$ cat config.mk
export PLATFORM = sky130hd
export DESIGN_NAME = dlx_fetch_stage
export DESIGN_NICKNAME = d
export VERILOG_FILES = /design/src/rtl/dlx_fetch_stage_pkg.sv /design/src/rtl/dlx_redirect_unit.sv /design/src/rtl/dlx_fetch_stage.sv
export SDC_FILE = /design/constraint.sdc
export NUM_CORES = 1
export LEC_CHECK = 0
export CAP_MARGIN = 20
export CORE_AREA = 8 8 145 147
export CTS_BUF_LIST = sky130_fd_sc_hd__clkbuf_16
export CTS_CLUSTER_DIAMETER = 120
export DETAILED_ROUTE_END_ITERATION = 6
export DIE_AREA = 0 0 153 155
export GPL_ROUTABILITY_DRIVEN = 0
export PLACE_DENSITY_LB_ADDON = 0.1
export SKIP_CTS_REPAIR_TIMING = 1
export SYNTH_ARGS = -nofsm -noshare
export SYNTH_HDL_FRONTEND = slang
export SYNTH_SLANG_ARGS = --single-unit
$ cat constraint.sdc
create_clock -name clk -period 2.7 [get_ports clk]
set_input_delay 0.27 -clock clk [delete_from_list [all_inputs] [get_ports clk]]
set_output_delay 0.27 -clock clk [all_outputs]
set_load 0.01 [all_outputs]
$ cat src/rtl/dlx_fetch_stage_pkg.sv
// Shared DLX fetch definitions: opcode encodings, bubble/trap words and
// immediate sign-extension helpers used by the fetch stage and its redirect unit.
package dlx_fetch_stage_pkg;

    typedef logic [5:0] opcode_t;

    localparam opcode_t OP_J    = 6'h02;
    localparam opcode_t OP_JAL  = 6'h03;
    localparam opcode_t OP_BEQZ = 6'h04;
    localparam opcode_t OP_BNEZ = 6'h05;
    localparam opcode_t OP_JR   = 6'h12;
    localparam opcode_t OP_JALR = 6'h13;

    localparam logic [31:0] DLX_NOP_WORD  = 32'h5400_0000;
    localparam logic [31:0] DLX_HALT_WORD = 32'h4400_0300;

    function automatic logic [31:0] sext16(input logic [15:0] imm);
        return {{16{imm[15]}}, imm};
    endfunction

    function automatic logic [31:0] sext26(input logic [25:0] imm);
        return {{6{imm[25]}}, imm};
    endfunction

endpackage

$ cat src/rtl/dlx_redirect_unit.sv
// Combinational branch/jump resolution for the instruction sitting in ID.
// Instruction bits use DLX big-endian numbering: opcode [0:5], imm26 [6:31], imm16 [16:31].
module dlx_redirect_unit
    import dlx_fetch_stage_pkg::*;
(
    input  logic [0:31] instr_i,
    input  logic [31:0] pc_plus4_i,
    input  logic        rs1_zero_i,
    input  logic [31:0] rs1_val_i,
    output logic        taken_o,
    output logic [31:0] target_o
);

    opcode_t     opcode;
    logic [15:0] imm16;
    logic [25:0] imm26;
    logic [31:0] raw_target;

    always_comb begin
        opcode     = instr_i[0:5];
        imm16      = instr_i[16:31];
        imm26      = instr_i[6:31];
        taken_o    = 1'b0;
        raw_target = pc_plus4_i + sext16(imm16);
        case (opcode)
            OP_BEQZ: taken_o = rs1_zero_i;
            OP_BNEZ: taken_o = ~rs1_zero_i;
            OP_J, OP_JAL: begin
                taken_o    = 1'b1;
                raw_target = pc_plus4_i + sext26(imm26);
            end
            OP_JR, OP_JALR: begin
                taken_o    = 1'b1;
                raw_target = rs1_val_i;
            end
            default: taken_o = 1'b0;
        endcase
        // Fetch is word-aligned; low target bits are discarded, not trapped.
        target_o = {raw_target[31:2], 2'b00};
    end

endmodule

$ cat src/rtl/dlx_fetch_stage.sv
// DLX instruction-fetch stage: PC register, IF/ID pipeline register and sticky
// trap-halt flag, with ID-stage branch/jump redirect (one bubble on taken).
module dlx_fetch_stage
    import dlx_fetch_stage_pkg::*;
#(
    parameter logic [31:0] RESET_PC   = 32'h0000_0000,
    parameter logic [31:0] NOP_INSTR  = DLX_NOP_WORD,
    parameter logic [31:0] HALT_INSTR = DLX_HALT_WORD
) (
    input  logic        clk,
    input  logic        reset,
    output logic [31:0] imem_addr,
    input  logic [0:31] imem_data,
    input  logic        stall,
    input  logic        rs1_zero,
    input  logic [31:0] rs1_val,
    output logic [0:31] instr_id,
    output logic [31:0] pc_id,
    output logic [31:0] pc_plus4_id,
    output logic        valid_id,
    output logic        redirect,
    output logic        halted
);

    logic [31:0] pc_q, pc_d;
    logic [0:31] instr_q, instr_d;
    logic [31:0] pc_id_q, pc_id_d;
    logic [31:0] pc4_id_q, pc4_id_d;
    logic        valid_q, valid_d;
    logic        halted_q, halted_d;

    logic        taken;
    logic [31:0] target;
    logic        halt_detect;

    dlx_redirect_unit u_redirect (
        .instr_i    (instr_q),
        .pc_plus4_i (pc4_id_q),
        .rs1_zero_i (rs1_zero),
        .rs1_val_i  (rs1_val),
        .taken_o    (taken),
        .target_o   (target)
    );

    assign halt_detect = valid_q && !stall && !halted_q && (instr_q == HALT_INSTR);
    // Operands are only trustworthy when the hazard unit is not stalling.
    assign redirect    = taken && valid_q && !stall && !halted_q && !halt_detect;

    always_comb begin
        pc_d     = pc_q;
        instr_d  = instr_q;
        pc_id_d  = pc_id_q;
        pc4_id_d = pc4_id_q;
        valid_d  = valid_q;
        halted_d = halted_q;
        if (halted_q || stall) begin
            pc_d = pc_q;
        end else if (halt_detect) begin
            halted_d = 1'b1;
            instr_d  = NOP_INSTR;
            valid_d  = 1'b0;
        end else if (redirect) begin
            pc_d     = target;
            instr_d  = NOP_INSTR;
            pc_id_d  = pc_q;
            pc4_id_d = pc_q + 32'd4;
            valid_d  = 1'b0;
        end else begin
            pc_d     = pc_q + 32'd4;
            instr_d  = imem_data;
            pc_id_d  = pc_q;
            pc4_id_d = pc_q + 32'd4;
            valid_d  = 1'b1;
        end
    end

    always_ff @(posedge clk) begin
        if (reset) begin
            pc_q     <= RESET_PC;
            instr_q  <= NOP_INSTR;
            pc_id_q  <= 32'd0;
            pc4_id_q <= 32'd0;
            valid_q  <= 1'b0;
            halted_q <= 1'b0;
        end else begin
            pc_q     <= pc_d;
            instr_q  <= instr_d;
            pc_id_q  <= pc_id_d;
            pc4_id_q <= pc4_id_d;
            valid_q  <= valid_d;
            halted_q <= halted_d;
        end
    end

    assign imem_addr   = pc_q;
    assign instr_id    = instr_q;
    assign pc_id       = pc_id_q;
    assign pc_plus4_id = pc4_id_q;
    assign valid_id    = valid_q;
    assign halted      = halted_q;

endmodule

**Yosys cells after proc, flatten, opt, wreduce, memory -nomap -nowiden**

Cells that the tools add are included.

- Flip-flop bits (word level): 130
- Input bits: 68
- Output and inout port bits: 131
- Logic and storage cells: 42

- Add/subtract/negate cells: 3
- Equality and inequality tests: 7
- Mux-type cells: 7
- Bitwise logic cells: 3
- Reduce and logical (&&, ||, !) cells: 16

Operator list:

| operator | count |
|---|---|
| $mux W32 | 3 |
| $add A32 B32 Y32 | 2 |
| $pmux W32 S2 | 1 |
| $add A32 B3 Y32 const B | 1 |
| $eq A32 B31 Y1 const B | 1 |
| $eq A6 B2 Y1 const B | 2 |
| $eq A6 B3 Y1 const B | 2 |
| $eq A6 B5 Y1 const B | 2 |
| $logic_and A1 B1 Y1 | 7 |
| $reduce_and A2 Y1 | 2 |
| $reduce_or A2 Y1 | 2 |
| $reduce_or A4 Y1 | 1 |
| $logic_not A1 Y1 | 3 |
| $not A1 Y1 | 3 |
| $pmux W1 S3 | 1 |
| $mux W1 | 2 |
| $logic_or A1 B1 Y1 | 1 |

**Logic depth before layout (Yosys ltp)**

- Depth after elaboration: 9
- Mapped depth: 14
- Mapped depth without buffers: 12

**Cells and area by module**

A second synthesis with hierarchy kept.

- Cell total of the unflattened synthesis: 1,016
- Area total of the unflattened synthesis: 7,917.6 sq um

By module, submodules not included:

| module | instances | cells each | area each (sq um) | sequential area each (sq um) |
|---|---|---|---|---|
| dlx_fetch_stage | 1 | 657 | 5,635.4 | 2,562.5 |
| dlx_redirect_unit | 1 | 359 | 2,282.2 | 0.0 |

**Worst setup path after synthesis**

Ideal clock, no wire load.

- Path type: flip-flop to flip-flop
- Start: reg instr_q, in the netlist instr_id[4]
- End: reg pc_q[28], in the netlist imem_addr[28]
- Library setup time: 0.070 ns
- Arrival time: 2.999 ns
- Required time: 2.630 ns
- Path slack: -0.369 ns
- Stages on the path, launching flop included: 13
- Path buffers: 1
- Period minus slack after synthesis: 3.069 ns
- Path through: dfxtp_1 > nor2b_1 > a31oi_1 > a21o_1 > ha_1 > clkbuf_1 > a2111oi_0 > o2bb2ai_1 > a2bb2oi_1 > nand2_1 > o21ai_0 > mux2_2 > a21oi_1

- Cells in the longest elaborated chain, start to end: 8
- Elaborated cells between the ends (all ways): 21
- Classes of those cells: eq/ne (7); mux (3); bitwise (1); reduce/logical (10)

Ends and longest elaborated chain:

| element | RTL line | RTL |
|---|---|---|
| from (decl) | dlx_fetch_stage.sv:26 | `logic [0:31] instr_q, instr_d;` |
| from (signal assigned) | dlx_fetch_stage.sv:87 | `instr_q <= instr_d;` |
| $eq A6 B2 Y1 or $eq A6 B5 Y1 (tied branches) | dlx_redirect_unit.sv:25 | `case (opcode)` |
| $reduce_or A4 Y1 (no source line) | - |  |
| $pmux W1 S3 | dlx_redirect_unit.sv:25 |  |
| $logic_and A1 B1 Y1 (4 in series) | dlx_fetch_stage.sv:47 | `assign redirect = taken && valid_q && !stall && !halted_q && !halt_detect;` |
| $mux W32 | dlx_fetch_stage.sv:62 | `end else if (redirect) begin` |
| to (signal assigned) | dlx_fetch_stage.sv:86 | `pc_q <= pc_d;` |
| to (decl) | dlx_fetch_stage.sv:25 | `logic [31:0] pc_q, pc_d;` |

Parallel ways exist; a longest one is shown, timed or not.
A chain may end at the register's enable or synchronous reset.

**Worst setup path after layout**

- Start: reg instr_q, in the netlist instr_id[4]
- End: reg pc_q[31], in the netlist imem_addr[31]

The elaborated chain is that of the path after synthesis.

==> flow_summary.ini <==
[status]
status = finished with violations
violations = setup timing

[timing]
rsz0062_at_grt = yes
maxSlewViolCount = 0
finalHoldViolCount = 0
setup_ws_ps = -36.0
finalSetupViolations = 2
max_slew.worst_pin.slew_ps = 892
fin_crit_ps = 2740
slew_headroom = 0.404
fmax_mhz = 366
fin_skew_ps = 19.0
post-route-period-util = 1.01
fin_tns_setup_ps = -55.8

[routing]
finalWirelength_um = 27100
first_pass_iters = 5
drt-wirelength-per-cell_um = 19.1
remaining_drc_errors = 0
via_per_inst = 5.39
drtIter0Drc = 516
vias = 7660
final_antenna_net_count = 0

[pwr]
vdd_drop_max_mv = 0.443
p_switching_uw = 1460
powerDensity_mw_per_mm2 = 480
p_leak_uw = 0.00422
p_int_uw = 3720
p_clk_frac = 0.447
seqPwrFrac = 0.379
power_frac_comb = 0.174
switching_share = 0.282

[worst_setup_path]
critPathMostFrequentCell = and3_4
cp_data_required_time_ps = 2990
cp_slowest_cell = dfxtp_4
critical_path_class = flop to flop
r2r-start = instr_id[4]
worstPathMaxFanout = 6
end_kind = flop
crit_chain = nor2b_4 -> and3_4 -> buf_12 -> a21o_1 -> ha_4 -> buf_6 -> and3_4 -> nand4_1 -> a211oi_2 -> o41ai_2 -> a21oi_1 -> mux2i_1 -> a31oi_1
start_kind = flop
worst_ep_arrival_time_ps = 3020
max_stage_delay_ps = 340
setup.worst_path.start = instr_id[4]

[synth]
async_reset_ff_frac = 0
syn_inst = 928
syn_area_per_cell_um2 = 7.74
synth_top_flop_cell = dfxtp_1
synth-edff-count = 0
yosysSeqAreaShare = 0.346
ys_types = 71
mappedNetlistArea_mm2 = 0.00718
synth-seq-cells = 124
ys_warn_count = 0

[die]
start_util = 0.379
rows = 51
die_y_um = 155
core_area_mm2 = 0.0190
die_area_mm2 = 0.0237
dieWidth_um = 153
pin_count = 199

[place]
dp_hpwl_um = 19900
dp_slack_ps = -149
io_buffer_count = 190

[final_layout]
mostFrequentLayoutCells = clkdlybuf4s50_1 (189), dfxtp_1 (119), nor2_1 (116)
drive_above_1_share = 0.167
diodes = 0
fin_nets = 1269
area_growth_pct = 50.1
layout_commonest_cell = clkdlybuf4s50_1

[grt]
antenna_found_initial = 0
grt_overflow = 0
grt_pass1_wl_um = 41300
grt.total_usage = 0.219
grt_pass1_vias = 7220
grt_max_degree = 58

[worst_hold_path]
hold_class = input pin to flop
worstHoldStart = reset

[cts]
cts_sinks = 124
cts_tree = done
cts-root-buf = clkbuf_16
insertion_delay_ps = 440
cts_buffers = 17
clockBufferDepth = 2
htreeDepth = 4
path_clk_slew_ps = 60

[run]
drv_cap = 0
==> layout make-up <==
class / instances / area [µm²]
fillers: 1794 / 8170
multi-input cells: 726 / 4680
repair buffers: 287 / 2680
flip-flops and latches: 124 / 2490
clock buffers: 17 / 425
well taps: 238 / 298
clock inverters: 15 / 163
inverters: 14 / 52.6
==> synthesized netlist by cell type, drive strengths merged, types with 12 or more instances <==
library cell  instances  area (µm²)
a211oi               42         320
a21o                 24         180
a21oi                93         465
a22oi                30         225
a31oi                20         125
and3                 12        77.6
buf                  27         164
clkbuf               42         161
dfxtp               124        2480
ha                   31         388
inv                  14        52.6
nand2               112         423
nand3                21         105
nand4                14        87.6
nor2                121         457
nor3                 16        85.1
o21ai                46         230
xnor2                29         254
xor2                 18         158
==> metrics by stage <==
stage          utilization  instance area [µm²]  cells  total power [µW]  hold WS, ps
6_report             0.569                10800   1421              5180          354
5_1_grt              0.569                10800   1421              5380          377
4_1_cts              0.551                10400   1416              5170          334
3_5_place_dp         0.520                 9860   1384              2840          446
3_3_place_gp         0.520                 9860   1384              2840          440
2_1_floorplan            -                 7270    933              2410          398
==> power groups by stage <==
stage | Clock [µW] | Sequential, µW | Combinational, µW
after CTS | 2360 | 1960 | 853
after global placement | 0 | 2000 | 847
final | 2320 | 1960 | 901
after detailed placement | 0 | 2000 | 845
after global routing | 2430 | 1970 | 975
after floorplan | 0 | 2020 | 390
==> kinds of logic (layout without fill, tap and decap cells) <==
kind of cell | after synthesis | in the layout | share of synthesized area
compound gates | 299 | 299 | 0.268
xor+xnor | 47 | 47 | 0.0573
fa+ha+maj | 31 | 31 | 0.0540
buf+inv | 83 | 333 | 0.0526
flops | 124 | 124 | 0.346
mux | 4 | 4 | 0.00592
other cells | 1 | 6 | 0.000522
simple gates | 339 | 339 | 0.216
==> final timing paths <==
kind / cells past startpoint / slack (ps) / to
setup / recovery: 13 / -40 / imem_addr[31]
hold / removal: 2 / 350 / pc_plus4_id[2]
setup reg to reg: 13 / -40 / imem_addr[31]
hold reg to reg: 2 / 450 / pc_id[19]
==> registers in the layout, indices dropped and copies added, names as in the netlist <==
name	flops
instr_id	32
imem_addr	30
pc_id	30
pc_plus4_id	30
halted	1
valid_id	1
==> per-layer routing <==
metal,share of wire,vias up,GRT usage
met3,0.069,17,0.0577
li1,-,3827,-
met5,0,-,0
met4,0.0099,0,0.0518
met1,0.49,3543,0.314
met2,0.43,273,0.319
==> worst max-delay path, delay by kind of cell (launching register included) <==
kind	cells	cell delay [ps]
muxes	1	220
buffers and inverters	2	230
and+or+nand+nor	4	640
DFF	1	340
AOI/OAI and AO/OA	5	890
adders and majority gates	1	290
Power figures use the tool's default switching activity.
==> patch 1: new RTL, config.mk and constraints unchanged <==
Reset style: asynchronous (`reset`), changed in one clocked block.
--- a/src/rtl/dlx_fetch_stage.sv
+++ b/src/rtl/dlx_fetch_stage.sv
@@ -76,3 +76,3 @@
 
-    always_ff @(posedge clk) begin
+    always_ff @(posedge clk or posedge reset) begin
         if (reset) begin
Check against the original RTL: differs if reset is asserted again (counterexample within 4 cycles, from zero or initial values and one cycle with reset high); with reset held inactive, the same outputs for 4 cycles.
==> patch 1 against the unedited design <==
- the run still ends with setup timing left
- global-route usage increased by 0.42 points
- sequential cell count unchanged
- synthesized cell count decreased by 11%
- worst setup slack got worse by 0.22 ns
- total power increased by 9.0%
- hold slack got worse by 0.072 ns
- synthesized area increased by 6.6%
- wire length increased by 1.9%
- design area increased by 8.3%
==> patch 1: results (changes against the unedited design) <==
Run status
  • Outcome: finished, violations left
  • Failing checks: setup timing

Timing
  • Clk_skew: 0.0128 ns (-0.00621 ns)
  • Setup ws final: -0.256 ns (-0.220 ns)
  • # setup viols final: 13 (+11)
  • Least-Margin Pin Slew: 0.569 ns (-0.324 ns)
  • TNS Setup: -2.00 ns (-1.95 ns)

Placed design
  • Setup Slack @ Placement: -0.276 ns (-0.127 ns)
  • Post-placement cell area: 0.0106 mm^2 (+7.2%)
  • Post-DP HPWL: 20400 um (+2.4%)

Detailed routing
  • DRT Wirelength: 27600 um (+1.9%)
  • DR WL met3: 2170 um (+16%)
  • Drt wl/cell: 20.3 um (+6.7%)
  • First DRT Iteration DRCs: 576 (+12%)
  • Routed vias: 7491 (-2.2%)
  • M1 WL: 13300 um (-0.98%)

Cells and area
  • Final-stage net count: 1205 (-5.0%)
  • Multi-input gate area: 0.00460 mm^2 (-1.7%)
  • FILL cells: 1613 (-10%)
  • Fraction of layout cells with a size suffix above 1: 0.242 (+0.0748)

CTS
  • Skew-Pair Late Insertion Delay: 0.42 ns (-0.02 ns)

Synthesis
  • Post-synth top cells: dfrtp_1, nand2_1, o21ai_0, a21oi_1, nor2_1
  • Ys async rst share: 1.00 (+1.00)

Power
  • Pwr Total: 5650 uW (+9.0%)
  • Leak: 0.00507 uW (+20%)

Hold path
  • Hold WC Path Type: in -> async

Worst setup path
  • Max FO, Critical Path: 5 (-1)

Global route
  • Largest net degree at the start of global routing: 72 (+24%)
-- patch 1: cell count changes in the layout (fill, tap and decap cells not counted), sizes merged, moves of 17 or more --
cell,delta
o21ai,+32
a22oi,-29
inv,+17
dfxtp,-124
nor2,-77
a22o,+20
dfrtp,+121
a211oi,-34
mux2,+30
buf,+22
a21oi,-36
-- patch 1: worst paths after layout --
| path | depth (start not counted) | from | slack [ns] | end |
|---|---|---|---|---|
| hold / removal | 3 | reset | 0.28 | instr_id[28] |
| setup reg to reg | 13 | instr_id[2] | -0.26 | imem_addr[26] |
| min in group clk | 3 | imem_data[7] | 0.42 | instr_id[7] |
| max in group asynchronous | 4 | reset | 1.91 | pc_plus4_id[27] |
| setup / recovery | 13 | instr_id[2] | -0.26 | imem_addr[26] |
| hold reg to reg | 2 | pc_id[18] | 0.48 | pc_id[18] |
-- patch 1: per-layer routing --
metal  up-vias  GRT usage
met5         -          0
li1       3588          -
met2       292      0.322
met4         0     0.0598
met3        23     0.0555
met1      3588      0.324
-- patch 1: cell type report --
cell class	instances	share of cell area
Sequential cell	124	0.266
Clock buffer	17	0.0364
Tap cell	238	0.0255
Multi-Input combinational cell	623	0.394
Timing Repair Buffer	311	0.253
Clock inverter	15	0.0158
Inverter	29	0.00985
-- patch 1: worst min-delay path, stage by stage --
cell and delay (ns):
clkdlybuf4s50_1 0.44, clkinvlp_4 0.11, buf_12 0.26
-- patch 1: cells by family (layout without fill, tap and decap cells) --
family,count (synthesis),in the layout,share of synthesized area
AO/OA/AOI/OAI,260,260,0.227
XOR/XNOR,49,49,0.0560
adder cells (fa/ha/maj),31,31,0.0506
buffers and inverters,86,372,0.0515
flip-flops,124,124,0.406
multiplexers,37,37,0.0541
other,1,6,0.000490
AND/OR/NAND/NOR,240,240,0.154
==> patch 2: new RTL, same settings <==
Without the edit above. Register the output `redirect`, cleared by the reset; this adds one clock of latency there. The other outputs are not delayed to match.
--- a/src/rtl/dlx_fetch_stage.sv
+++ b/src/rtl/dlx_fetch_stage.sv
@@ -24,2 +24,4 @@
 
+    logic redirect_d;
+
     logic [31:0] pc_q, pc_d;
@@ -46,3 +48,3 @@
     // Operands are only trustworthy when the hazard unit is not stalling.
-    assign redirect    = taken && valid_q && !stall && !halted_q && !halt_detect;
+    assign redirect_d  = taken && valid_q && !stall && !halted_q && !halt_detect;
 
@@ -61,3 +63,3 @@
             valid_d  = 1'b0;
-        end else if (redirect) begin
+        end else if (redirect_d) begin
             pc_d     = target;
@@ -101,2 +103,10 @@
 
+    always_ff @(posedge clk) begin
+        if (reset) begin
+            redirect <= '0;
+        end else begin
+            redirect <= redirect_d;
+        end
+    end
+
 endmodule
Check against the original RTL: not equivalent (Yosys sat finds a counterexample within 4 cycles, from zero or initial values and one cycle with reset high).
==> patch 2 against the unedited design <==
- the run still ends with setup timing left
- wire length is 6.2% higher
- total power grew 3.5%
- synthesized area up 2.9%
- sequential share of layout area is 0.71 points lower
- design area is 3.8% higher
- clock skew fell by 0.012 ns
- highest routed layer unchanged
- sequential cell count is 1 higher
- maximum frequency is 11% lower
- worst setup slack worse by 0.35 ns
- die area did not move
- first-iteration DRC count increased by 23%
==> patch 2: results (changes against the unedited design) <==
Detailed routing
  • Drt wl/cell: 19.4 um (+2.0%)
  • DR WL met3: 2310 um (+24%)
  • DRT Wirelength: 28800 um (+6.2%)
  • DR vias/cell: 5.55 (+2.9%)
  • DR pass1 iterations: 7 (+2)

Timing
  • Clk_skew: 0.00709 ns (-0.0119 ns)
  • # setup viols final: 12 (+10)
  • Worst slew margin: 0.560 (+0.157)
  • Setup ws final: -0.382 ns (-0.346 ns)
  • TNS Setup: -3.16 ns (-3.10 ns)

Global route
  • First-pass GRT wire length: 44500 um (+7.7%)
  • Largest net degree at the start of global routing: 68 (+17%)
  • Initial antenna violation count: 1 (+1)
  • Global-route met3 utilization: 0.0779 (+0.0202)

Worst setup path
  • Slowest cell on crit path: or4_1
  • Arrival @ worst endpoint: 3.42 ns (+0.40 ns)
  • Max FO, Critical Path: 4 (-2)

Cells and area
  • Fraction of layout cells with a size suffix above 1: 0.189 (+0.0213)
  • Fraction of area in multi-input gates: 0.421 (-0.0129)
  • FILL cells: 1732 (-3.5%)
  • Data buffer area share: 0.267 (+0.0190)
  • Diodes inserted: 1 (+1)
  • Sequential share of cell area: 0.224 (-0.00707)
  • Multi-input logic cell count: 736 (+1.4%)
  • Clock buffer and inverter area fraction after layout: 0.0554 (+0.000919)

Run status
  • Failing checks: setup timing
  • Outcome: finished, violations left

Synthesis
  • Adder-Cell Fraction of Synth Area: 0.0525 (-0.00150)

Placed design
  • Setup Slack @ Placement: -0.458 ns (-0.308 ns)
[patch 2: cell count changes after synthesis, moves of 5 or more]
cell / change
a31oi_1: -12
nor2_1: -14
o21ai_1: +5
o41ai_1: +11
a22o_1: +5
buf_2: +7
nand2_1: +23
o21ai_0: -21
a21o_1: -5
xnor2_1: -6
and3_1: -5
xor2_1: +6
[patch 2: cell families (layout without fill, tap and decap cells)]
family / count (synthesis) / in the layout
XOR/XNOR: 47 / 47
AO/OA/AOI/OAI: 295 / 295
buffers and inverters: 89 / 379
flip-flops: 125 / 125
other: 1 / 7
AND/OR/NAND/NOR: 352 / 352
adder cells (fa/ha/maj): 31 / 31
multiplexers: 5 / 5
[patch 2: final timing paths]
path	cells after the start	end	slack (ns)	from
setup reg to reg	14	imem_addr[31]	-0.38	instr_id[0]
hold / removal	2	pc_id[15]	0.27	reset
setup / recovery	14	imem_addr[31]	-0.38	instr_id[0]
hold reg to reg	2	pc_id[18]	0.45	pc_id[18]
